===== src/rtl/stream_packer_if.sv =====
// stream_packer_if: input and output stream handshakes of stream_packer.
//   in*  : producer side, left-justified lanes plus a per-word lane count
//   out* : sink side, densely packed lanes plus a lane count
// The slave modport is the packer's view; the master modport is the environment's view.
interface stream_packer_if #(
  parameter int unsigned WIDTH              = 32,
  parameter int unsigned SHIFTBITS_PER_STEP = 8
);
  localparam int unsigned LANES = WIDTH / SHIFTBITS_PER_STEP;
  localparam int unsigned CW    = $clog2(LANES) + 1;

  logic             inValid;
  logic             inReady;
  logic [WIDTH-1:0] inData;
  logic [CW-1:0]    inCount;
  logic             inLast;
  logic             outValid;
  logic             outReady;
  logic [WIDTH-1:0] outData;
  logic [CW-1:0]    outCount;
  logic             outLast;

  modport slave (
    input  inValid, inData, inCount, inLast, outReady,
    output inReady, outValid, outData, outCount, outLast
  );

  modport master (
    output inValid, inData, inCount, inLast, outReady,
    input  inReady, outValid, outData, outCount, outLast
  );
endinterface


===== src/rtl/stream_packer.sv =====
// stream_packer: packs words that carry a variable number of left-justified
// lanes into dense full words, plus a partial final word at packet end.
// Ports:
//   clk   : clock, all state on posedge
//   reset : asynchronous active-high reset
//   bus   : stream_packer_if.slave (inValid/inReady/inData/inCount/inLast,
//           outValid/outReady/outData/outCount/outLast)
module stream_packer #(
  parameter int unsigned WIDTH              = 32,
  parameter int unsigned SHIFTBITS_PER_STEP = 8
) (
  input logic            clk,
  input logic            reset,
  stream_packer_if.slave bus
);
  localparam int unsigned LW    = SHIFTBITS_PER_STEP;
  localparam int unsigned LANES = WIDTH / LW;
  localparam int unsigned CW    = $clog2(LANES) + 1;
  localparam int unsigned FW    = $clog2(LANES);

  typedef enum logic {RUN, FLUSH} state_t;

  state_t           r_state;
  logic [FW-1:0]    r_fill;
  logic [WIDTH-1:0] r_hold;
  logic             r_out_valid;
  logic [WIDTH-1:0] r_out_data;
  logic [CW-1:0]    r_out_count;
  logic             r_out_last;

  logic             w_slot_free;
  logic             w_accept;
  logic [CW-1:0]    w_cnt;
  logic [CW-1:0]    w_sum;
  logic [CW-1:0]    w_over;
  logic [WIDTH-1:0] w_rot;
  logic [WIDTH-1:0] w_merged;

  state_t           w_state_nxt;
  logic [FW-1:0]    w_fill_nxt;
  logic [WIDTH-1:0] w_hold_nxt;
  logic             w_load;
  logic [WIDTH-1:0] w_ld_data;
  logic [CW-1:0]    w_ld_count;
  logic             w_ld_last;

  // Zero every lane at index >= n.
  function automatic logic [WIDTH-1:0] keep_lanes(input logic [WIDTH-1:0] d,
                                                  input logic [CW-1:0]    n);
    logic [WIDTH-1:0] r;
    r = '0;
    for (int j = 0; j < LANES; j++) begin
      if (CW'(j) < n) r[j*LW +: LW] = d[j*LW +: LW];
    end
    return r;
  endfunction

  assign w_slot_free = !r_out_valid || bus.outReady;
  assign bus.inReady = !reset && (r_state == RUN) && w_slot_free;
  assign w_accept    = bus.inValid && bus.inReady;

  assign w_cnt  = (bus.inCount > CW'(LANES)) ? CW'(LANES) : bus.inCount;
  assign w_sum  = CW'(r_fill) + w_cnt;
  assign w_over = w_sum - CW'(LANES);

  // Left-rotate by the fill level: output lane j takes input lane (j - F) mod LANES,
  // then lanes below F come from the hold register.
  always_comb begin
    w_rot    = '0;
    w_merged = '0;
    for (int j = 0; j < LANES; j++) begin
      w_rot[j*LW +: LW] = bus.inData[int'(FW'(FW'(j) - r_fill))*LW +: LW];
    end
    for (int j = 0; j < LANES; j++) begin
      w_merged[j*LW +: LW] = (CW'(j) < CW'(r_fill)) ? r_hold[j*LW +: LW]
                                                    : w_rot[j*LW +: LW];
    end
  end

  // Next state, hold/fill update and output-word production.
  always_comb begin
    w_state_nxt = r_state;
    w_fill_nxt  = r_fill;
    w_hold_nxt  = r_hold;
    w_load      = 1'b0;
    w_ld_data   = '0;
    w_ld_count  = '0;
    w_ld_last   = 1'b0;
    case (r_state)
      RUN: begin
        if (w_accept) begin
          if (bus.inLast && (w_sum <= CW'(LANES))) begin
            // Packet ends within this word, possibly with zero lanes.
            w_load     = 1'b1;
            w_ld_data  = keep_lanes(w_merged, w_sum);
            w_ld_count = w_sum;
            w_ld_last  = 1'b1;
            w_fill_nxt = '0;
            w_hold_nxt = '0;
          end else if (w_sum >= CW'(LANES)) begin
            // Full word out; the rotated tail wraps into the low hold lanes.
            w_load     = 1'b1;
            w_ld_data  = w_merged;
            w_ld_count = CW'(LANES);
            w_ld_last  = 1'b0;
            w_hold_nxt = keep_lanes(w_rot, w_over);
            w_fill_nxt = FW'(w_over);
            if (bus.inLast) w_state_nxt = FLUSH;
          end else begin
            w_hold_nxt = keep_lanes(w_merged, w_sum);
            w_fill_nxt = FW'(w_sum);
          end
        end
      end
      FLUSH: begin
        if (w_slot_free) begin
          w_load      = 1'b1;
          w_ld_data   = r_hold;
          w_ld_count  = CW'(r_fill);
          w_ld_last   = 1'b1;
          w_fill_nxt  = '0;
          w_hold_nxt  = '0;
          w_state_nxt = RUN;
        end
      end
      default: w_state_nxt = RUN;
    endcase
  end

  // State, hold and fill registers.
  always_ff @(posedge clk or posedge reset) begin
    if (reset) begin
      r_state <= RUN;
      r_fill  <= '0;
      r_hold  <= '0;
    end else begin
      r_state <= w_state_nxt;
      r_fill  <= w_fill_nxt;
      r_hold  <= w_hold_nxt;
    end
  end

  // Output register: a new word replaces a draining one without a bubble.
  always_ff @(posedge clk or posedge reset) begin
    if (reset) begin
      r_out_valid <= 1'b0;
      r_out_data  <= '0;
      r_out_count <= '0;
      r_out_last  <= 1'b0;
    end else if (w_load) begin
      r_out_valid <= 1'b1;
      r_out_data  <= w_ld_data;
      r_out_count <= w_ld_count;
      r_out_last  <= w_ld_last;
    end else if (bus.outReady) begin
      r_out_valid <= 1'b0;
    end
  end

  assign bus.outValid = r_out_valid;
  assign bus.outData  = r_out_data;
  assign bus.outCount = r_out_count;
  assign bus.outLast  = r_out_last;
endmodule


===== src/flat_wrapper.sv =====
// flat-port wrapper written by rule: the top's interface ports become plain ports
module stream_packer_flat 
#(
  parameter int unsigned WIDTH              = 32,
  parameter int unsigned SHIFTBITS_PER_STEP = 8
)
  (clk, reset, bus_inValid, bus_inData, bus_inCount, bus_inLast, bus_outReady, bus_inReady, bus_outValid, bus_outData, bus_outCount, bus_outLast);
  stream_packer_if #(.WIDTH(WIDTH), .SHIFTBITS_PER_STEP(SHIFTBITS_PER_STEP)) bus_i ();
  input logic clk;
  input logic reset;
  input wire logic [$bits(bus_i.inValid)-1:0] bus_inValid;
  input wire logic [$bits(bus_i.inData)-1:0] bus_inData;
  input wire logic [$bits(bus_i.inCount)-1:0] bus_inCount;
  input wire logic [$bits(bus_i.inLast)-1:0] bus_inLast;
  input wire logic [$bits(bus_i.outReady)-1:0] bus_outReady;
  output wire logic [$bits(bus_i.inReady)-1:0] bus_inReady;
  output wire logic [$bits(bus_i.outValid)-1:0] bus_outValid;
  output wire logic [$bits(bus_i.outData)-1:0] bus_outData;
  output wire logic [$bits(bus_i.outCount)-1:0] bus_outCount;
  output wire logic [$bits(bus_i.outLast)-1:0] bus_outLast;
  assign bus_i.inValid = bus_inValid;
  assign bus_i.inData = bus_inData;
  assign bus_i.inCount = bus_inCount;
  assign bus_i.inLast = bus_inLast;
  assign bus_i.outReady = bus_outReady;
  assign bus_inReady = bus_i.inReady;
  assign bus_outValid = bus_i.outValid;
  assign bus_outData = bus_i.outData;
  assign bus_outCount = bus_i.outCount;
  assign bus_outLast = bus_i.outLast;
  stream_packer #(.WIDTH(WIDTH), .SHIFTBITS_PER_STEP(SHIFTBITS_PER_STEP)) u_core (.clk(clk), .reset(reset), .bus(bus_i));
endmodule

===== config.mk =====
export PLATFORM = sky130hd
export DESIGN_NAME = stream_packer_flat
export DESIGN_NICKNAME = d
export VERILOG_FILES = /design/src/rtl/stream_packer_if.sv /design/src/rtl/stream_packer.sv /design/src/flat_wrapper.sv
export SDC_FILE = /design/constraint.sdc
export NUM_CORES = 1
export LEC_CHECK = 0
export CORE_UTILIZATION = 40
export CTS_CLUSTER_DIAMETER = 30
export DETAILED_ROUTE_END_ITERATION = 6
export HOLD_SLACK_MARGIN = 0.1
export PLACE_DENSITY = 0.66
export SETUP_SLACK_MARGIN = 0.1
export SYNTH_ARGS = -nofsm -noshare
export SYNTH_HDL_FRONTEND = slang
export SYNTH_SLANG_ARGS = --single-unit

===== constraint.sdc =====
create_clock -name clk -period 2.4 [get_ports clk]
set_clock_uncertainty 0.2 [all_clocks]
set_input_delay 0.6 -clock clk [delete_from_list [all_inputs] [get_ports clk]]
set_output_delay 0.6 -clock clk [all_outputs]
set_load 0.005 [all_outputs]

======== Word level (Yosys, flattened, before mapping) ========
Cells that the tools add are included.
storage, ports and cells
  bits in registers ....................... 72
  latch bits .............................. 0
  memory bits (writable) .................. 0
  memory bits (read-only) ................. 0
  input port bits ......................... 40
  output and inout port bits .............. 38
  word-level logic and storage cells ...... 91
  memories ................................ 0
cells by class
  add/sub/neg operators ................... 6
  $mul .................................... 0
  divide/modulo/power cells ............... 0
  order comparisons ....................... 14
  eq/ne operators ......................... 2
  shifts and indexed selects .............. 4
  mux-type cells .......................... 48
  bitwise operators ....................... 1
  reduce and logical (&&, ||, !) cells .... 9
operators by type and width
  kind                                                   count
  two-way mux 32 bit                                     8
  one-hot mux 32 bit (2 select lines)                    2
  variable part select 32 x 6 -> 8 bit                   4
  two-way mux 8 bit                                      11
  two-way mux 1 bit                                      13
  < comparator 1 x 3 -> 1 bit, first input constant      4
  < comparator 2 x 3 -> 1 bit, first input constant      4
  two-way mux 3 bit                                      4
  two-way mux 2 bit                                      5
  one-hot mux 1 bit (2 select lines)                     3
  one-hot mux 3 bit (2 select lines)                     1
  logical AND 1 bit                                      4
  < comparator 1 x 2 -> 1 bit, first input constant      2
  one-hot mux 2 bit (2 select lines)                     1
  subtractor 1 x 2 -> 2 bit, first input constant        2
  subtractor 2 bit, first input constant                 2
  adder 2 x 3 -> 3 bit                                   1
  >= comparator 3 bit, second input constant             1
  > comparator 3 bit, second input constant              1
  <= comparator 3 bit, second input constant             1
  subtractor 3 bit, second input constant                1
  zero test 1 bit                                        2
  < comparator 2 bit, first input constant               1
  inequality test 2 x 1 -> 1 bit, second input constant  1
  other kinds (5)                                        5

======== Logic depth before layout (Yosys ltp) ========
Gate-level depths: netlist of run 1.
  depth in word-level cells ............... 10
  gate-level depth with buffers ........... 11
  mapped depth without buffers ............ 8

======== Worst setup path before layout of run 1 ========
Ideal clock, no wire load.
  kind .................................... input to register
  start point ............................. input port bus_inCount[0]
  end point ............................... register u_core.r_out_data[8] (netlist: u_core.bus.outData[8])
  setup time .............................. 0.126 ns
  arrival time ............................ 2.463 ns
  data required time ...................... 2.074 ns
  slack ................................... -0.389 ns
  stages on the path ...................... 10
  buffers on the path ..................... 2
  path through ............................ nor2b_1 -> ha_1 -> inv_1 -> fa_1 -> xnor2_4 -> nor2_2 -> o21a_1 -> buf_6 -> buf_6 -> a221o_1
on the way
  longest elaborated chain between the ends .. 8
  elaborated cells between the ends (all ways) .. 16
  those cells by class .................... 1 x add/sub; 4 x order compare; 10 x mux; 1 x reduce/logical
RTL lines
  item                                                                                              line                  text
  start, declared                                                                                   flat_wrapper.sv:13    input wire logic [$bits(bus_i.inCount)-1:0] bus_inCount;
  > comparator 3 bit                                                                                stream_packer.sv:62   assign w_cnt = (bus.inCount > CW'(LANES)) ? CW'(LANES) : bus.inCount;
  two-way mux 3 bit *                                                                               stream_packer.sv:62
  adder 2 x 3 -> 3 bit *                                                                            stream_packer.sv:63   assign w_sum = CW'(r_fill) + w_cnt;
  >= comparator 3 bit (tied with other cells)                                                       stream_packer.sv:100  end else if (w_sum >= CW'(LANES)) begin
  two-way mux 32 bit (tied with other cells)                                                        stream_packer.sv:100
  two-way mux 32 bit / two-way mux 1 bit (equally long branches)                                    stream_packer.sv:92   if (bus.inLast && (w_sum <= CW'(LANES))) begin
  two-way mux 32 bit / two-way mux 1 bit (equally long branches)                                    stream_packer.sv:91   if (w_accept) begin
  one-hot mux 32 bit (2 select lines) / one-hot mux 1 bit (2 select lines) (equally long branches)  stream_packer.sv:89   case (r_state)
  end signal, assigned                                                                              stream_packer.sv:152  r_out_data <= w_ld_data;
  end, declared                                                                                     stream_packer.sv:27   logic [WIDTH-1:0] r_out_data;
Every way passes the cells marked *; elsewhere a longest branch is shown, timed or not.
A chain may end at the register's enable or synchronous reset.

======== Worst setup path after layout of run 1 ========
  start point ............................. input port bus_inCount[2]
  end point ............................... register u_core.r_hold[13]
on the way
  longest elaborated chain between the ends .. 10
  elaborated cells between the ends (all ways) .. 15
  those cells by class .................... 2 x add/sub; 5 x order compare; 7 x mux; 1 x reduce/logical
RTL lines
  item                                   line                  text
  > comparator 3 bit                     stream_packer.sv:62
  two-way mux 3 bit *                    stream_packer.sv:62
  adder 2 x 3 -> 3 bit *                 stream_packer.sv:63
  subtractor 3 bit                       stream_packer.sv:64   assign w_over = w_sum - CW'(LANES);
  < comparator 1 x 3 -> 1 bit            stream_packer.sv:53   if (CW'(j) < n) r[j*LW +: LW] = d[j*LW +: LW];
  two-way mux 8 bit                      stream_packer.sv:53
  two-way mux 32 bit                     stream_packer.sv:100
  two-way mux 32 bit *                   stream_packer.sv:92
  two-way mux 32 bit *                   stream_packer.sv:91
  one-hot mux 32 bit (2 select lines) *  stream_packer.sv:89
  end signal, assigned                   stream_packer.sv:139  r_hold <= w_hold_nxt;
  end, declared                          stream_packer.sv:25   logic [WIDTH-1:0] r_hold;
Every way passes the cells marked *; elsewhere a longest branch is shown, timed or not. The select of a mux whose other input is x is not followed.

==> results.py, run 1 <==
metrics = {
    "outcome": {
        "status": "finished, violations left",
        "violations": "negative setup slack",
    },
    "sta": {
        "max_slew_margin_pct": 61.3,
        "period_share_pct": 104,
        "rsz0062_at_grt": "yes",
        "maxSlewViolCount": 0,
        "worstMarginPinSlew_ns": 0.565,
        "worst_slack_ns": -0.0976,
        "report.final.hold_viol_count": 0,
        "timing.hold.ws_ns": 0.298,
        "min_period_ns": 2.50,
        "setup_tns_ns": -1.95,
        "clock.fmax_mhz": 400,
        "setup_viol": 44,
    },
    "power_and_ir_drop": {
        "p_sw_share_pct": 40.2,
        "power.switching_mw": 3.08,
        "cellLeakagePower_nw": 2.60,
        "ir_drop_uv": 486,
        "seqPwrFrac_pct": 25.0,
        "p_int_mw": 4.58,
        "powerDensity_nw_per_um2": 1210,
        "power_frac_clock_pct": 14.2,
        "p_comb_share_pct": 60.8,
    },
    "detailed_routing": {
        "wl_per_cell_um": 19.9,
        "dr.pass1.iters": 5,
        "drtIter0Drc": 240,
        "vias_per_cell": 5.89,
        "wirelength_mm": 13.7,
        "drc": 0,
        "ant_nets": 0,
        "dr_total_vias": 4055,
    },
    "hold_path": {
        "hp-class": "reg -> reg",
    },
    "setup_path": {
        "criticalPathCategory": "in -> reg",
        "startpoint_type": "input pin",
        "cp_max_fo": 7,
        "arrival_ns": 2.53,
        "cp.required_ns": 2.44,
        "critPathCaptureType": "flop",
    },
    "cells_and_area": {
        "nets": 592,
        "antenna_cells": 0,
        "final_common_cell": "clkdlybuf4s50_1",
        "drive_gt1_share_pct": 32.7,
        "syn_to_final_growth_pct": 48.7,
        "instances_no_fill": 689,
        "final_cell_mix": "73 x clkdlybuf4s50_1, 71 x dfrtp_1, 63 x buf_4",
        "postLayoutCoreUtil_pct": 61.5,
    },
    "synth": {
        "yosysUniqueCellTypes": 52,
        "syn_nets": 452,
        "syn-mean-instance-area_um2": 10.5,
        "synth_top_area_cell": "dfrtp_1",
        "ys_ff_latch": 72,
        "syn-cell-area_um2": 4270,
        "ys_warn_count": 0,
        "synthCells": 408,
        "synth.area.top_cells": "dfrtp_1 42%, a221o_1 5.9%, mux2i_1 5.9%, mux4_2 3.7%, mux2_2 3.2%",
        "synth_top_area_share_pct": 42.2,
        "ys_seq_area_share_pct": 42.2,
    },
    "cts": {
        "clkSinkCount": 72,
        "clk_path_buf_depth": 2,
        "cts_root_buf": "clkbuf_8",
        "cts_tree": "yes",
        "cts_made_buffers": 9,
        "clock_latency_ns": 0.35,
        "clkTransAtPathRegs_ns": 0.07,
        "clock_tree.htree_level_count": 3,
        "ctsHoldBuffers": 0,
    },
    "flow_run": {
        "drv_cap": 0,
    },
    "floorplanning": {
        "coreArea_um2": 10300,
        "die_area_um2": 11100,
        "rows": 37,
        "die_height_um": 105,
        "die_w_um": 105,
        "initial_utilization_pct": 41.4,
        "boundaryPins": 78,
    },
    "global_route": {
        "grt_max_degree": 50,
        "grt_pass1_vias": 4029,
        "antenna_found_initial": 0,
        "grt_pass1_wl_mm": 21.4,
        "grt-ovfl-total": 0,
        "track_usage_pct": 25.1,
    },
    "place": {
        "dp_hpwl_mm": 9.92,
        "dp_cells": 665,
        "gp_congestion": 0.910,
        "dp_slack_ns": -1.05,
        "portBuffers": 77,
    },
}
## power groups by stage
| stage | logic [mW] | clock network, mW | registers, mW |
|---|---|---|---|
| final | 4.66 | 1.09 | 1.92 |
| after global routing | 4.96 | 1.15 | 1.97 |
| after CTS | 4.34 | 1.09 | 1.91 |
| after detailed placement | 4.02 | 0 | 1.92 |
| after global placement | 3.93 | 0 | 1.91 |
| after floorplan | 2.41 | 0 | 1.88 |
## synthesized netlist by cell type, drive strengths merged
cell / number
dfrtp: 72
nor2: 37
a221o: 25
mux2i: 25
inv: 22
nand2: 22
buf: 19
a21oi: 18
a211oi: 14
nor2b: 14
nor3: 13
o21ai: 13
clkbuf: 12
mux2: 12
and2: 9
o221ai: 9
a221oi: 8
a32o: 8
o2bb2ai: 8
a2111o: 7
mux4: 7
nand2b: 4
ha: 3
or2: 3
and3: 2
o2111ai: 2
o21a: 2
o31ai: 2
a2111oi: 1
a21o: 1
a22o: 1
a31o: 1
a31oi: 1
a32oi: 1
and3b: 1
clkinv: 1
fa: 1
nand3: 1
nand3b: 1
nand4: 1
o22ai: 1
or3: 1
xnor2: 1
xor2: 1
## metal layers
metal	GRT usage (%)	routed length, µm	vias up	share of wire (%)
met1	33.9	6050	2043	44
met4	9.96	396	0	2.9
met5	0	0	-	0
met2	40.3	6530	156	48
li1	-	-	1827	-
met3	4.14	738	29	5.4
## worst max-delay path: stages
cell and delay [ns]:
buf_8 0.10, nor2b_4 0.10, ha_2 0.17, inv_2 0.04, fa_2 0.40, buf_4 0.16, xor2_2 0.15, buf_6 0.15
a2111o_1 0.39, a32o_1 0.26
## cells by family (layout without fill, tap and decap cells)
| group | count (synthesis) | count (layout) | share of synthesized area [%] |
|---|---|---|---|
| AOI/OAI and AO/OA | 123 | 123 | 24.1 |
| xor gates and xnor gates | 2 | 2 | 0.850 |
| adders and majority gates | 4 | 4 | 1.35 |
| buffers and inverters | 54 | 199 | 6.04 |
| DFF | 72 | 72 | 42.2 |
| muxes | 44 | 44 | 12.7 |
| and+or+nand+nor | 109 | 109 | 12.8 |
## final timing paths
path | start | to | slack [ns] | cells after the start
min in group asynchronous | reset | u_core.r_state | 0.59 | 4
hold / removal | u_core.r_hold[24] | u_core.r_hold[24] | 0.30 | 1
max in group asynchronous | reset | u_core.bus.outData[11] | 1.12 | 4
hold reg to reg | u_core.r_hold[24] | u_core.r_hold[24] | 0.30 | 1
setup reg to reg | u_core.r_fill[0] | u_core.r_hold[13] | -0.06 | 8
setup / recovery | bus_inCount[2] | u_core.r_hold[13] | -0.1 | 10
## timing repair
item | 4_1_cts | 5_1_grt
resized for setup | 66 | 26
pin swaps | 21 | 7
gates cloned | 1 | 2
setup endpoints to repair | 65 | 63
setup buffers | 5 | 1
## final cells by class
class / instances / area (µm²)
well taps: 136 / 170
repair buffers: 160 / 1570
inverters: 23 / 90.1
multi-input cells: 282 / 2500
flip-flops and latches: 72 / 1800
fillers: 832 / 3970
clock inverters: 6 / 90.1
clock buffers: 10 / 128
## through the flow
step / power [mW] / instance area, µm²
final: 7.66 / 6350
after global routing: 8.08 / 6350
after CTS: 7.34 / 6220
after detailed placement: 5.94 / 5720
after global placement: 5.83 / 5720
after floorplan: 4.29 / 4320
## registers in the layout (all words and copies together), names as in the netlist
name                 count
u_core.r_fill            2
u_core.bus.outLast       1
u_core.bus.outValid      1
u_core.r_state           1
u_core.bus.outCount      3
u_core.bus.outData      32
u_core.r_hold           32
Power figures use the tool's default switching activity.
==> run 2, diff against run 1 <==
Settings changed: HOLD_SLACK_MARGIN 0.1 to 0.06.
==> results of run 2 <==
Final layout, timing and power as in run 1 (identical DEF).
==> run 3, diff against run 2 <==
Settings changed: ABC_CLOCK_PERIOD_IN_PS set to 2400, SLEW_MARGIN set to 20.
==> results of run 3 <==
Final layout, timing and power as in run 1 (identical DEF).
==> patch, RTL diff (settings of run 2) <==
`SHIFTBITS_PER_STEP` is set to 8 in 3 places; all go to 16.
--- a/src/rtl/stream_packer_if.sv
+++ b/src/rtl/stream_packer_if.sv
@@ -4,7 +4,7 @@
 // The slave modport is the packer's view; the master modport is the environment's view.
 interface stream_packer_if #(
   parameter int unsigned WIDTH              = 32,
-  parameter int unsigned SHIFTBITS_PER_STEP = 8
+  parameter int unsigned SHIFTBITS_PER_STEP = 16
 );
   localparam int unsigned LANES = WIDTH / SHIFTBITS_PER_STEP;
   localparam int unsigned CW    = $clog2(LANES) + 1;
--- a/src/rtl/stream_packer.sv
+++ b/src/rtl/stream_packer.sv
@@ -7,7 +7,7 @@
 //           outValid/outReady/outData/outCount/outLast)
 module stream_packer #(
   parameter int unsigned WIDTH              = 32,
-  parameter int unsigned SHIFTBITS_PER_STEP = 8
+  parameter int unsigned SHIFTBITS_PER_STEP = 16
 ) (
   input logic            clk,
   input logic            reset,
--- a/src/flat_wrapper.sv
+++ b/src/flat_wrapper.sv
@@ -2,7 +2,7 @@
 module stream_packer_flat 
 #(
   parameter int unsigned WIDTH              = 32,
-  parameter int unsigned SHIFTBITS_PER_STEP = 8
+  parameter int unsigned SHIFTBITS_PER_STEP = 16
 )
   (clk, reset, bus_inValid, bus_inData, bus_inCount, bus_inLast, bus_outReady, bus_inReady, bus_outValid, bus_outData, bus_outCount, bus_outLast);
   stream_packer_if #(.WIDTH(WIDTH), .SHIFTBITS_PER_STEP(SHIFTBITS_PER_STEP)) bus_i ();
Interface: changed (resized bus_inCount and bus_outCount); port bits go from 78 to 76. The function was not compared with the original's and may differ.
==> patch against run 2 <==
The flow finishes with violations (design-rule violations). Wire length is 31% lower. Synthesized area is 21% lower. Synthesized cell count is 22% lower. Setup slack better by 230 ps. Count of clock-buffer cells in the layout stayed put. Sequential share of layout area is 7.7 points higher. Critical path depth is 1 lower. Final area is 23% lower. Sequential cell count is 2 lower. First-iteration DRC count is 47% lower. Critical path type unchanged. Critical endpoint is now u_core.bus.outData[0]$_DFFE_PP0P_.
Power is not compared: it rests on default switching activity, and its combinational part moved more than twofold at a synthesized area within 25%.
==> patch: results (changes against run 2) <==
- R2r startpoint: u_core.r_fill$_DFFE_PP0P_
- DR pass1 iterations: 6 (+1)
- Fillers: 704 (-15%)
- Drt drc: 2 (+2)
- Clock Path Buffers: 2 (unchanged)
- Place WS: -504 ps (+549 ps)
- Syn Nets: 358 (-21%)
- Hold_buf cts: 0 (unchanged)
- Failing checks: design-rule violations
- FF-to-FF End: u_core.bus.outData[0]$_DFFE_PP0P_
- Worst R2R Path Depth: 7 (-1)
- I/O Buffers: 75 (-2.6%)
- Initial DRC count: 127 (-47%)
- Detail Placement HPWL: 6.01 mm (-39%)
- WL per Instance: 17.9 microns (-10%)
- Share of layout cells above drive strength 1: 17.1% (-16 points)
- Yosys cell types: 36 (-31%)
- WHS Endpoint: u_core.r_hold[21]$_DFFE_PP0P_
- Slew @ Worst Pin: 435 ps (-130 ps)
- Register area share after synthesis: 52.2% (+10 points)
- First-pass GRT wire length: 14.9 mm (-30%)
- Worst-path fanout max: 6 (-1)
- Vias in the first global route: 2,995 (-26%)
- GR Util All Layers: 22.6% (-2.5 points)
- Area contributors post-synth: dfrtp_1, a221o_1, mux2i_1
- Synth top cells by count: dfrtp_1, nand2_1, a221o_1, nor2_1, and2_1
- Status: complete, but fails checks
- Final net count: 458 (-23%)
- HP Start: u_core.r_hold[21]$_DFFE_PP0P_
- GPL Wtd Cong: 0.803 (-12%)
- Vias: 2,940 (-27%)
- Setup slack, reg-to-reg: 220 ps (+280 ps)
- Largest net degree at the start of global routing: 68 (+36%)
## patch: cell count changes in the layout (fill, tap and decap cells not counted), moves of 9 or more
cell / run 2 / this run
a21oi_1: 18 / 4
buf_4: 63 / 27
nor2_2: 12 / 1
inv_1: 19 / 2
mux2_2: 12 / 0
and2_1: 9 / 20
nand2_1: 21 / 35
a22o_1: 1 / 15
mux2i_1: 25 / 16
a31oi_1: 0 / 11
## patch: cell families (layout without fill, tap and decap cells)
family	after synthesis	in the layout	synth area share, %
xor+xnor	2	2	0.970
mux	16	16	4.77
fa+ha+maj	1	1	0.373
flops	70	70	52.2
simple gates	122	122	18.4
compound gates	80	80	19.6
buf+inv	27	131	3.69
## patch: worst max-delay path by stage
stage	slack, ps	endpoint	startpoint
floorplan	60	u_core.bus.outCount[0]$_DFFE_PP0P_	bus_inCount[0]
global placement	-410	u_core.bus.outLast$_DFFE_PP0P_	bus_inCount[0]
detailed placement	-500	u_core.bus.outLast$_DFFE_PP0P_	bus_inCount[0]
CTS	80	bus_inReady	bus_outReady
global route	80	u_core.bus.outData[4]$_DFFE_PP0P_	reset
finish	130	u_core.bus.outData[0]$_DFFE_PP0P_	bus_inCount[0]
## patch: repair_timing
action                     4_1_cts  5_1_grt
buffers inserted                 4        1
gates cloned                     3        0
gates resized for setup         16        7
setup endpoints to repair       49       27
pin swaps                        6        4
## patch: layout make-up
cell class              count  area, sq um  area share [%]
clock buffers              10          138            2.83
clock inverters             5          106            2.19
inverters                   3         15.0           0.309
multi-input cells         221         1580            32.4
flip-flops and latches     70         1750            36.0
well taps                 105          131            2.70
repair buffers            113         1140            23.5
## patch: routing by layer
metal  global-route usage (%)  vias up  routed length [microns]
met1                     30.0     1490                     4310
met4                     7.95        0                      116
met3                     3.25       13                      341
met5                        0        -                        0
li1                         -     1364                        -
met2                     37.8       73                     4640
## patch: power by group
| part | switching, uW | total [uW] | internal, uW |
|---|---|---|---|
| Clock | 480 | 1200 | 718 |
| Combinational | 1040 | 2320 | 1280 |
| Sequential | 285 | 1820 | 1540 |
## patch: worst max-delay path, stage by stage
cell	delay, ps
clkdlybuf4s15_1	180
nor2b_4	130
ha_4	180
buf_12	130
xnor2_4	210
a2111oi_4	120
a21o_4	270
buf_12	140
a221o_1	320
## patch: through the flow
| stage | cells | utilization (%) | instance area (sq um) | hold slack, ps | power [uW] |
|---|---|---|---|---|---|
| 2_1_floorplan | 318 | - | 3400 | 254 | 2910 |
| 3_3_place_gp | 504 | 54.4 | 4450 | 269 | 3950 |
| 3_5_place_dp | 504 | 54.4 | 4450 | 271 | 3970 |
| 4_1_cts | 526 | 59.3 | 4840 | 294 | 5340 |
| 5_1_grt | 527 | 59.5 | 4860 | 314 | 5620 |
| 6_report | 527 | 59.5 | 4860 | 294 | 5340 |
